==> src/rtl/tank_pkg.sv <==
// ============================================================================
// Module   : tank_pkg
// Brief    : Shared tank/shell types for the scheduler and its slots.
// Revision : 1.0
// ============================================================================
`default_nettype none

package tank_pkg;

    localparam int NUM_TANKS = 2;

    typedef enum logic [1:0] {
        LEFT  = 2'd0,
        RIGHT = 2'd1
    } dir_t;

    // dir is kept as raw bits so any value a tank controller drives passes through unchanged
    typedef struct packed {
        logic [9:0] x;
        logic [9:0] y;
        logic [1:0] dir;
        logic [9:0] elev;
        logic       owner;
    } shell_launch_t;

endpackage

`default_nettype wire

==> src/rtl/shell_slot.sv <==
// ============================================================================
// Module   : shell_slot
// Brief    : One shell slot: occupancy, owning tank and remaining lifetime.
// Revision : 1.0
// ============================================================================
`default_nettype none

module shell_slot #(
    parameter int SHELL_LIFE = 120
) (
    input  logic frame_clk,
    input  logic Reset,
    input  logic clear,
    input  logic alloc,
    input  logic alloc_owner,
    input  logic hit,
    output logic active,
    output logic owner
);

    localparam int LIFE_W = $clog2(SHELL_LIFE + 1);

    logic [LIFE_W-1:0] life;

    // alloc is only ever aimed at a slot that is free in registered state
    always_ff @(posedge frame_clk or posedge Reset) begin
        if (Reset) begin
            active <= 1'b0;
            owner  <= 1'b0;
            life   <= '0;
        end else if (clear) begin
            active <= 1'b0;
            owner  <= 1'b0;
            life   <= '0;
        end else if (alloc) begin
            active <= 1'b1;
            owner  <= alloc_owner;
            life   <= LIFE_W'(SHELL_LIFE);
        end else if (active) begin
            if (hit || (life == LIFE_W'(1))) begin
                active <= 1'b0;
                life   <= '0;
            end else begin
                life <= life - LIFE_W'(1);
            end
        end
    end

endmodule

`default_nettype wire

==> src/rtl/shell_scheduler.sv <==
// ============================================================================
// Module   : shell_scheduler
// Brief    : Shares the shell slot pool between two tanks with cooldown,
//            per-tank cap and round-robin arbitration; emits launch pulses.
// Revision : 1.0
// ============================================================================
`default_nettype none

module shell_scheduler
    import tank_pkg::*;
#(
    parameter int NUM_SLOTS     = 4,
    parameter int RELOAD_FRAMES = 30,
    parameter int SHELL_LIFE    = 120
) (
    input  logic                         frame_clk,
    input  logic                         Reset,
    input  logic                         clear,
    input  logic [NUM_TANKS-1:0]         shoot_req,
    input  logic [19:0]                  tank_x,
    input  logic [19:0]                  tank_y,
    input  logic [3:0]                   tank_dir,
    input  logic [19:0]                  tank_elev,
    input  logic [NUM_SLOTS-1:0]         hit,
    output logic [NUM_TANKS-1:0]         ready,
    output logic [NUM_SLOTS-1:0]         slot_active,
    output logic [NUM_SLOTS-1:0]         slot_owner,
    output logic                         launch_valid,
    output logic [$clog2(NUM_SLOTS)-1:0] launch_slot,
    output logic                         launch_owner,
    output logic [9:0]                   launch_x,
    output logic [9:0]                   launch_y,
    output logic [1:0]                   launch_dir,
    output logic [9:0]                   launch_elev
);

    localparam int SLOT_W = $clog2(NUM_SLOTS);
    localparam int OWN_W  = $clog2(NUM_SLOTS / 2 + 1);
    localparam int CD_W   = $clog2(RELOAD_FRAMES + 1);
    localparam logic [OWN_W-1:0] CAP = OWN_W'(NUM_SLOTS / 2);

    logic [NUM_TANKS-1:0] req_prev;
    logic [NUM_TANKS-1:0] pending;
    logic [NUM_TANKS-1:0] req_rise;
    logic [NUM_TANKS-1:0] accept;
    logic [NUM_TANKS-1:0] want;
    logic [NUM_TANKS-1:0] grant_oh;
    logic [CD_W-1:0]      cooldown [NUM_TANKS];
    logic [OWN_W-1:0]     owned    [NUM_TANKS];
    logic                 rr_ptr;
    logic                 winner;
    logic                 grant_valid;
    logic                 any_free;
    logic [SLOT_W-1:0]    free_idx;
    logic [NUM_SLOTS-1:0] alloc;
    shell_launch_t        launch_next;
    shell_launch_t        launch_reg;

    // Ownership and readiness are derived only from registered state
    always_comb begin
        ready = '0;
        for (int t = 0; t < NUM_TANKS; t++) begin
            owned[t] = '0;
            for (int i = 0; i < NUM_SLOTS; i++) begin
                if (slot_active[i] && (slot_owner[i] == 1'(t)))
                    owned[t] = owned[t] + OWN_W'(1);
            end
            ready[t] = (cooldown[t] == '0) && (owned[t] < CAP) && !pending[t];
        end
    end

    always_comb begin
        any_free = 1'b0;
        free_idx = '0;
        for (int i = NUM_SLOTS - 1; i >= 0; i--) begin
            if (!slot_active[i]) begin
                any_free = 1'b1;
                free_idx = SLOT_W'(i);
            end
        end
    end

    always_comb begin
        req_rise    = shoot_req & ~req_prev;
        accept      = req_rise & ready;
        want        = pending | accept;
        winner      = (want == 2'b11) ? rr_ptr : want[1];
        grant_valid = any_free && (want != '0);
        grant_oh    = grant_valid ? (winner ? 2'b10 : 2'b01) : 2'b00;
        alloc       = grant_valid ? (NUM_SLOTS'(1) << free_idx) : '0;

        launch_next.x     = winner ? tank_x[19:10]   : tank_x[9:0];
        launch_next.y     = winner ? tank_y[19:10]   : tank_y[9:0];
        launch_next.dir   = winner ? tank_dir[3:2]   : tank_dir[1:0];
        launch_next.elev  = winner ? tank_elev[19:10] : tank_elev[9:0];
        launch_next.owner = winner;
    end

    always_ff @(posedge frame_clk or posedge Reset) begin
        if (Reset) begin
            req_prev     <= '0;
            pending      <= '0;
            rr_ptr       <= 1'b0;
            launch_valid <= 1'b0;
            launch_slot  <= '0;
            launch_reg   <= '0;
            for (int t = 0; t < NUM_TANKS; t++) cooldown[t] <= '0;
        end else if (clear) begin
            req_prev     <= shoot_req;
            pending      <= '0;
            rr_ptr       <= 1'b0;
            launch_valid <= 1'b0;
            for (int t = 0; t < NUM_TANKS; t++) cooldown[t] <= '0;
        end else begin
            req_prev     <= shoot_req;
            pending      <= want & ~grant_oh;
            launch_valid <= grant_valid;
            if (grant_valid && (want == 2'b11))
                rr_ptr <= ~rr_ptr;
            for (int t = 0; t < NUM_TANKS; t++) begin
                if (grant_oh[t])
                    cooldown[t] <= CD_W'(RELOAD_FRAMES);
                else if (cooldown[t] != '0)
                    cooldown[t] <= cooldown[t] - CD_W'(1);
            end
            if (grant_valid) begin
                launch_slot <= free_idx;
                launch_reg  <= launch_next;
            end
        end
    end

    assign launch_owner = launch_reg.owner;
    assign launch_x     = launch_reg.x;
    assign launch_y     = launch_reg.y;
    assign launch_dir   = launch_reg.dir;
    assign launch_elev  = launch_reg.elev;

    generate
        for (genvar i = 0; i < NUM_SLOTS; i++) begin : g_slot
            shell_slot #(
                .SHELL_LIFE (SHELL_LIFE)
            ) u_slot (
                .frame_clk   (frame_clk),
                .Reset       (Reset),
                .clear       (clear),
                .alloc       (alloc[i]),
                .alloc_owner (winner),
                .hit         (hit[i]),
                .active      (slot_active[i]),
                .owner       (slot_owner[i])
            );
        end
    endgenerate

endmodule

`default_nettype wire

==> config.mk <==
export PLATFORM = sky130hd
export DESIGN_NAME = shell_scheduler
export DESIGN_NICKNAME = d
export VERILOG_FILES = /design/src/rtl/tank_pkg.sv /design/src/rtl/shell_slot.sv /design/src/rtl/shell_scheduler.sv
export SDC_FILE = /design/constraint.sdc
export NUM_CORES = 1
export LEC_CHECK = 0
export ABC_AREA = 1
export CORE_MARGIN = 5
export CORE_UTILIZATION = 40
export CTS_CLUSTER_SIZE = 40
export DETAILED_ROUTE_END_ITERATION = 7
export PLACE_DENSITY_LB_ADDON = 0.1
export SYNTH_ARGS = -nofsm -noshare
export SYNTH_HDL_FRONTEND = slang
export SYNTH_HIERARCHICAL = 1
export SYNTH_SLANG_ARGS = --single-unit
==> constraint.sdc <==
create_clock -name frame_clk -period 3.3 [get_ports frame_clk]
set_input_delay 0.66 -clock frame_clk [delete_from_list [all_inputs] [get_ports frame_clk]]
set_output_delay 0.66 -clock frame_clk [all_outputs]
set_load 0.02 [all_outputs]
After elaboration in Yosys (flattened, before gate mapping). Cells that the tools add are included.

Register bits: 87. Input bits: 73.

Add/sub/neg operators: 12. Magnitude comparators: 2. Equal/unequal tests: 5. Shifts and indexed selects: 1. Mux-type cells: 73. Bitwise gates (word level): 12. Reductions and logical operators: 37.

Operators with widths (number): 2-to-1 mux 7 bit (16); 2-to-1 mux 10 bit (4); 2-to-1 mux 1 bit (34); equality test 7 x 1 -> 1 bit, second input constant (4); 2-to-1 mux 2 bit (14); subtractor 7 x 1 -> 7 bit, second input constant (4); 2-to-1 mux 5 bit (4); nonzero test 3 bit (6); logical AND 1 bit (14); adder 2 x 1 -> 2 bit, second input constant (6); nonzero test 2 bit (6); zero test 5 bit (2); nonzero test 5 bit (2); subtractor 5 x 1 -> 5 bit, second input constant (2); AND 2 bit (3); inverter 1 bit (6); logical OR 1 bit (4); < comparator 2 bit, second input constant (2); 2-to-1 mux 4 bit (1); inverter 2 bit (2); << shifter 1 x 2 -> 4 bit, first input constant (1); equality test 2 bit, second input constant (1); zero test 1 bit (2); bitwise OR 2 bit (1); AND reduction 2 bit (1).

Logic depth before layout (Yosys ltp).
Depth in word-level cells: 21. Mapped depth: 18.

Cells and area by module. Netlist, hierarchy kept.

By module, submodules not included: shell_scheduler (instances 1, cells an instance 446, area each 3120.5 µm²); shell_slot (instances 4, cells an instance 78, area each 573.0 µm²).

Worst setup path before layout. Ideal clock, no wire load.

Path kind: register to register. Start: register g_slot[0].u_slot.active. End: register g_slot[1].u_slot.life[3]. Library setup time: 0.117 ns. Data arrival time: 2.332 ns. Path slack: 0.851 ns. Cell stages (with the launch flop): 16. Buffers on the path: 0. Cell sequence: dfrtp_1 -> inv_1 -> nor2_1 -> ha_1 -> nand3_1 -> nand2_1 -> nor2_1 -> nand2_1 -> nand4_2 -> nand2_4 -> nor2_4 -> nor3_1 -> nor3_2 -> nor2_1 -> nand2_1 -> nand2_1.

Word-level cells in the longest chain between the ends: 18. Elaborated cells on any way between the ends: 33. Classes of those cells: add/sub (6); order compare (2); shift (1); mux (13); bitwise (2); reduce/logical (9).

RTL lines: start, declared (RTL line shell_slot.sv:17) `output logic active,`; start signal, assigned (RTL line shell_slot.sv:28) `active <= 1'b0;`; start signal, assigned (RTL line shell_slot.sv:32) `active <= 1'b0;`; start signal, assigned (RTL line shell_slot.sv:36) `active <= 1'b1;`; logical AND 1 bit (RTL line shell_scheduler.sv:65) `if (slot_active[i] && (slot_owner[i] == 1'(t)))`; 2-to-1 mux 1 bit (RTL line shell_scheduler.sv:65); adder 2 x 1 -> 2 bit (RTL line shell_scheduler.sv:66) `owned[t] = owned[t] + OWN_W'(1);`; 2-to-1 mux 2 bit (RTL line shell_scheduler.sv:65); adder 2 x 1 -> 2 bit (RTL line shell_scheduler.sv:66); 2-to-1 mux 2 bit (RTL line shell_scheduler.sv:65); adder 2 x 1 -> 2 bit (RTL line shell_scheduler.sv:66); 2-to-1 mux 2 bit (RTL line shell_scheduler.sv:65); [3 not listed]; AND 2 bit (RTL line shell_scheduler.sv:85) `accept = req_rise & ready;`; bitwise OR 2 bit (RTL line shell_scheduler.sv:86) `want = pending | accept;`; nonzero test 2 bit (RTL line shell_scheduler.sv:88) `grant_valid = any_free && (want != '0);`; logical AND 1 bit (RTL line shell_scheduler.sv:88); 2-to-1 mux 4 bit * (RTL line shell_scheduler.sv:90) `alloc = grant_valid ? (NUM_SLOTS'(1) << free_idx) : '0;`; net alloc[1] (RTL line shell_scheduler.sv:55) `logic [NUM_SLOTS-1:0] alloc;`; 2-to-1 mux 7 bit (RTL line shell_slot.sv:35) `end else if (alloc) begin`; 2-to-1 mux 7 bit (RTL line shell_slot.sv:31) `end else if (clear) begin`; end signal, assigned (RTL line shell_slot.sv:38) `life <= LIFE_W'(SHELL_LIFE);`; end signal, assigned (RTL line shell_slot.sv:44) `life <= life - LIFE_W'(1);`; end, declared (RTL line shell_slot.sv:23) `logic [LIFE_W-1:0] life;`.

Mark *: on every way through the listed nets, which the timed path passes. The rest lies on a longest branch. A chain may end at the register's enable or synchronous reset.

Worst setup path in the final report.
Start: register g_slot[0].u_slot.active. End: output port ready[1].

Word-level cells in the longest chain between the ends: 11.

RTL lines: logical AND 1 bit * (RTL line shell_scheduler.sv:65); 2-to-1 mux 1 bit * (RTL line shell_scheduler.sv:65); adder 2 x 1 -> 2 bit (RTL line shell_scheduler.sv:66); 2-to-1 mux 2 bit * (RTL line shell_scheduler.sv:65); adder 2 x 1 -> 2 bit (RTL line shell_scheduler.sv:66); 2-to-1 mux 2 bit * (RTL line shell_scheduler.sv:65); adder 2 x 1 -> 2 bit (RTL line shell_scheduler.sv:66); 2-to-1 mux 2 bit * (RTL line shell_scheduler.sv:65); < comparator 2 bit * (RTL line shell_scheduler.sv:68) `ready[t] = (cooldown[t] == '0) && (owned[t] < CAP) && !pending[t];`; logical AND 1 bit * (2 in a row) (RTL line shell_scheduler.sv:68); end, declared (RTL line shell_scheduler.sv:25) `output logic [NUM_TANKS-1:0] ready,`.

Every way passes the cells marked *; elsewhere a longest branch is shown, timed or not.

==> flow_summary.yaml <==
worst_setup_path:
  r2r_slack_ps: 530
  crit_buf_inv: 4
  critPathLaunch: "g_slot[0].u_slot/active"
  critical-path-max-stage-delay_ps: 620
  crit_path_end_kind: "output pin"
  crit_family: "buffers and inverters"
  crit_chain: "nand2_1, inv_1, ha_1, inv_1, nand2_1, inv_1, nor2_1, nand2_1, and3_1, clkdlybuf4s50_1"
  crit_arrival_ps: 2430
  reg2reg_from: "g_slot[0].u_slot/active"
  reg2reg_to: "g_slot[2].u_slot/life[4]"
  worstSetupStartpointType: "flip-flop"
  cpMaxStageDelayCell: "clkdlybuf4s50_1"
  r2r_cells: 16
  crit_path_max_fanout: 11
  worstPathRequired_ps: 2640
  criticalPathCategory: "reg -> out"
placement:
  hpwl_um: 9850
  port-buffer-count: 118
  gp_congestion: 0.824
pwr:
  power_per_cell_area_nw_per_um2: 703
  power_frac_clock_pct: 18.8
  power_leakage_nw: 3.71
  seqPwrFrac_pct: 32.9
  internal_power_mw: 2.94
  p_switching_mw: 2.01
  switching_share_pct: 40.7
  combPwrFrac_pct: 48.3
  ir_drop_mv: 0.332
  power_mw: 4.95
yosys:
  synth_mux_area_share_pct: 0.208
  synth_xor_area_share_pct: 1.46
  yosysTopAreaCell: "dfrtp_1"
  synthTopCellsByArea: "dfrtp_1, nand2_1, inv_1, nand3_1, ha_1"
  synth_top_family_by_area: "simple AND/OR/NAND/NOR gates"
  yosys_register_bits: 87
  yosys.area_share.simple_pct: 39.0
  synth_compound_area_share_pct: 4.51
  synth_area_um2: 5410
  synth_top_area_share_pct: 40.2
  yosysWarnings: 6
  syn-mean-instance-area_um2: 7.14
  post_synth_inst_count: 758
  synthesis.nets: 847
  ys_seq_area_share_pct: 40.2
  yosysUniqueCellTypes: 32
  synth_fa_ha_area_share_pct: 3.70
finish:
  fin_nets: 968
  syn_to_final_growth_pct: 30.1
  final_cell_mix: "nand2_1, inv_1, clkdlybuf4s50_1, dfrtp_1, nand3_1"
  final_common_cell: "nand2_1"
  diodes: 0
  drive_gt1_share_pct: 9.17
detailed_routing:
  vias: 4842
  drtAntennaViolNets: 0
  first_iter_violations: 291
  firstDrtPassIters: 4
  via_per_inst: 4.57
  post-route-drc-count: 0
  routed_wirelength_um: 12900
  drt-wirelength-per-cell_um: 12.2
clock_tree:
  clk_pin_slew_ps: 60
  numCtsBuffers: 9
  post_cts_buffers: 0
  postCtsHoldBufs: 0
  cts.path.max_buffers: 2
  cts_tree: "yes"
  cts_resized: 0
  clockRootBuffer: "clkbuf_16"
  cts_sinks: 87
  clock_latency_ps: 330
  htree_levels: 3
floorplan:
  pin_count: 119
  coreArea_um2: 13200
  die_x_um: 126
  start_util_pct: 40.9
  num_rows: 42
  die_area_um2: 16000
  die_h_um: 126
global_routing:
  grt_first_pass_wirelength_um: 22400
  antenna_found_initial: 0
  grt_max_degree: 52
  grt.total_usage_pct: 16.8
  grt_pass1_vias: 4804
  grt_overflow: 0
sta:
  worstMarginPinSlew_ps: 724
  finClkSkew_ps: 6.83
  finalCritPeriodShare_pct: 93.7
  setup_viol: 0
  hold_viol_final: 0
  slew_violations: 0
  min_period_ps: 3090
  slew_headroom_pct: 51.6
  tns_ps: 0
  fmax_mhz: 324
  rsz0062_at_grt: "no"
outcome:
  outcome: "completed"
min_path:
  hp-class: "reg -> reg"
  hold_end: "launch_y[7]"
  hold_path_depth: 2
  min_from: "launch_y[7]"
run:
  cap_violations: 0
## power by group through the flow
| stage | Clock, mW | Combinational (mW) | Sequential, mW |
|---|---|---|---|
| finish | 0.931 | 2.39 | 1.63 |
| global route | 1.01 | 2.68 | 1.67 |
| CTS | 0.969 | 2.42 | 1.63 |
| detailed placement | 0 | 2.42 | 1.63 |
| global placement | 0 | 2.37 | 1.63 |
| floorplan | 0 | 1.35 | 1.85 |
## Yosys cell counts
cell,n
xor2_1,5
o21bai_2,1
nand3_1,52
nor2_2,6
nand2_2,8
nor3_2,4
nor3_1,4
a21oi_4,1
o22ai_1,1
xnor2_1,4
nand3_2,6
ha_1,16
o21ai_2,8
inv_2,3
nand2_1,320
nor2_4,15
nand4_2,2
a21oi_1,14
and3_1,2
buf_6,7
o21ai_1,1
inv_1,119
buf_4,5
buf_2,2
nor2_1,36
nand2_4,2
dfrtp_1,87
nand3b_1,4
o21ai_0,13
clkbuf_1,1
nand4_1,8
mux2_2,1
## routing by layer
layer  vias to the layer above  wire, um  share of wire, %  track usage (%)
met5                         -         0                 0                0
met4                         0       186               1.4             4.04
met3                        12       898               7.0             5.97
met2                       110      6020                47             28.2
met1                      2183      5800                45             20.7
li1                       2537         -                 -                -
## worst reg2reg max path, stage by stage, from the launching register on
cell and delay (ps):
dfrtp_2 480, inv_1 80, nor2_1 140, ha_1 260, nand3_1 110, nand2_1 60
nor2_1 90, nand2_1 80, nand4_2 90, nand2_4 90, nor2_4 170, nor3_1 80
buf_4 170, nor3_2 430, nor2_1 170, nand2_1 110, nand2_1 50
## how the worst max path moves through the flow
stage                                     endpoint  slack [ps]  cells past startpoint
after floorplan           g_slot[1].u_slot/life[3]         850                     15
after detailed placement  g_slot[2].u_slot/life[5]         450                     16
after CTS                                 ready[0]         130                     11
after global routing                      ready[1]          80                     10
final                                     ready[1]         210                     10
after global placement                    ready[0]         550                      8
## cells by family (layout without fill, tap and decap cells)
logic type,Yosys count,after routing
and+or+nand+nor,469,469
DFF,87,87
xor gates and xnor gates,9,9
adders and majority gates,16,16
buffers and inverters,137,262
AOI/OAI and AO/OA,39,39
muxes,1,1
## state kept, by name (all words and copies together), names as in the netlist
register,flops
cooldown,10
g_slot.u_slot/active,4
g_slot.u_slot/life,28
g_slot.u_slot/owner,4
launch_dir,2
launch_elev,10
launch_owner,1
launch_slot,2
launch_valid,1
launch_x,10
launch_y,10
pending,2
req_prev,2
rr_ptr,1
## through the flow
step / hold slack [ps] / util, % / worst slack (ps) / std cells / area, um2
floorplan: 471 / - / 851 / 758 / 5410
global placement: 464 / 51.1 / 548 / 1044 / 6760
detailed placement: 465 / 51.1 / 450 / 1044 / 6760
CTS: 483 / 53.1 / 131 / 1059 / 7040
global route: 505 / 53.2 / 78.0 / 1059 / 7040
finish: 477 / 53.2 / 209 / 1059 / 7040
## cell type report
type | count | area (um2)
clock inverter | 3 | 18.8
timing repair buffer | 125 | 1260
clock buffer | 12 | 256
inverter | 122 | 458
sequential | 87 | 2180
tap | 176 | 220
multi-input combinational | 534 | 2650
fill | 1279 | 6200
No activity file was read; power rests on OpenSTA's default activity.
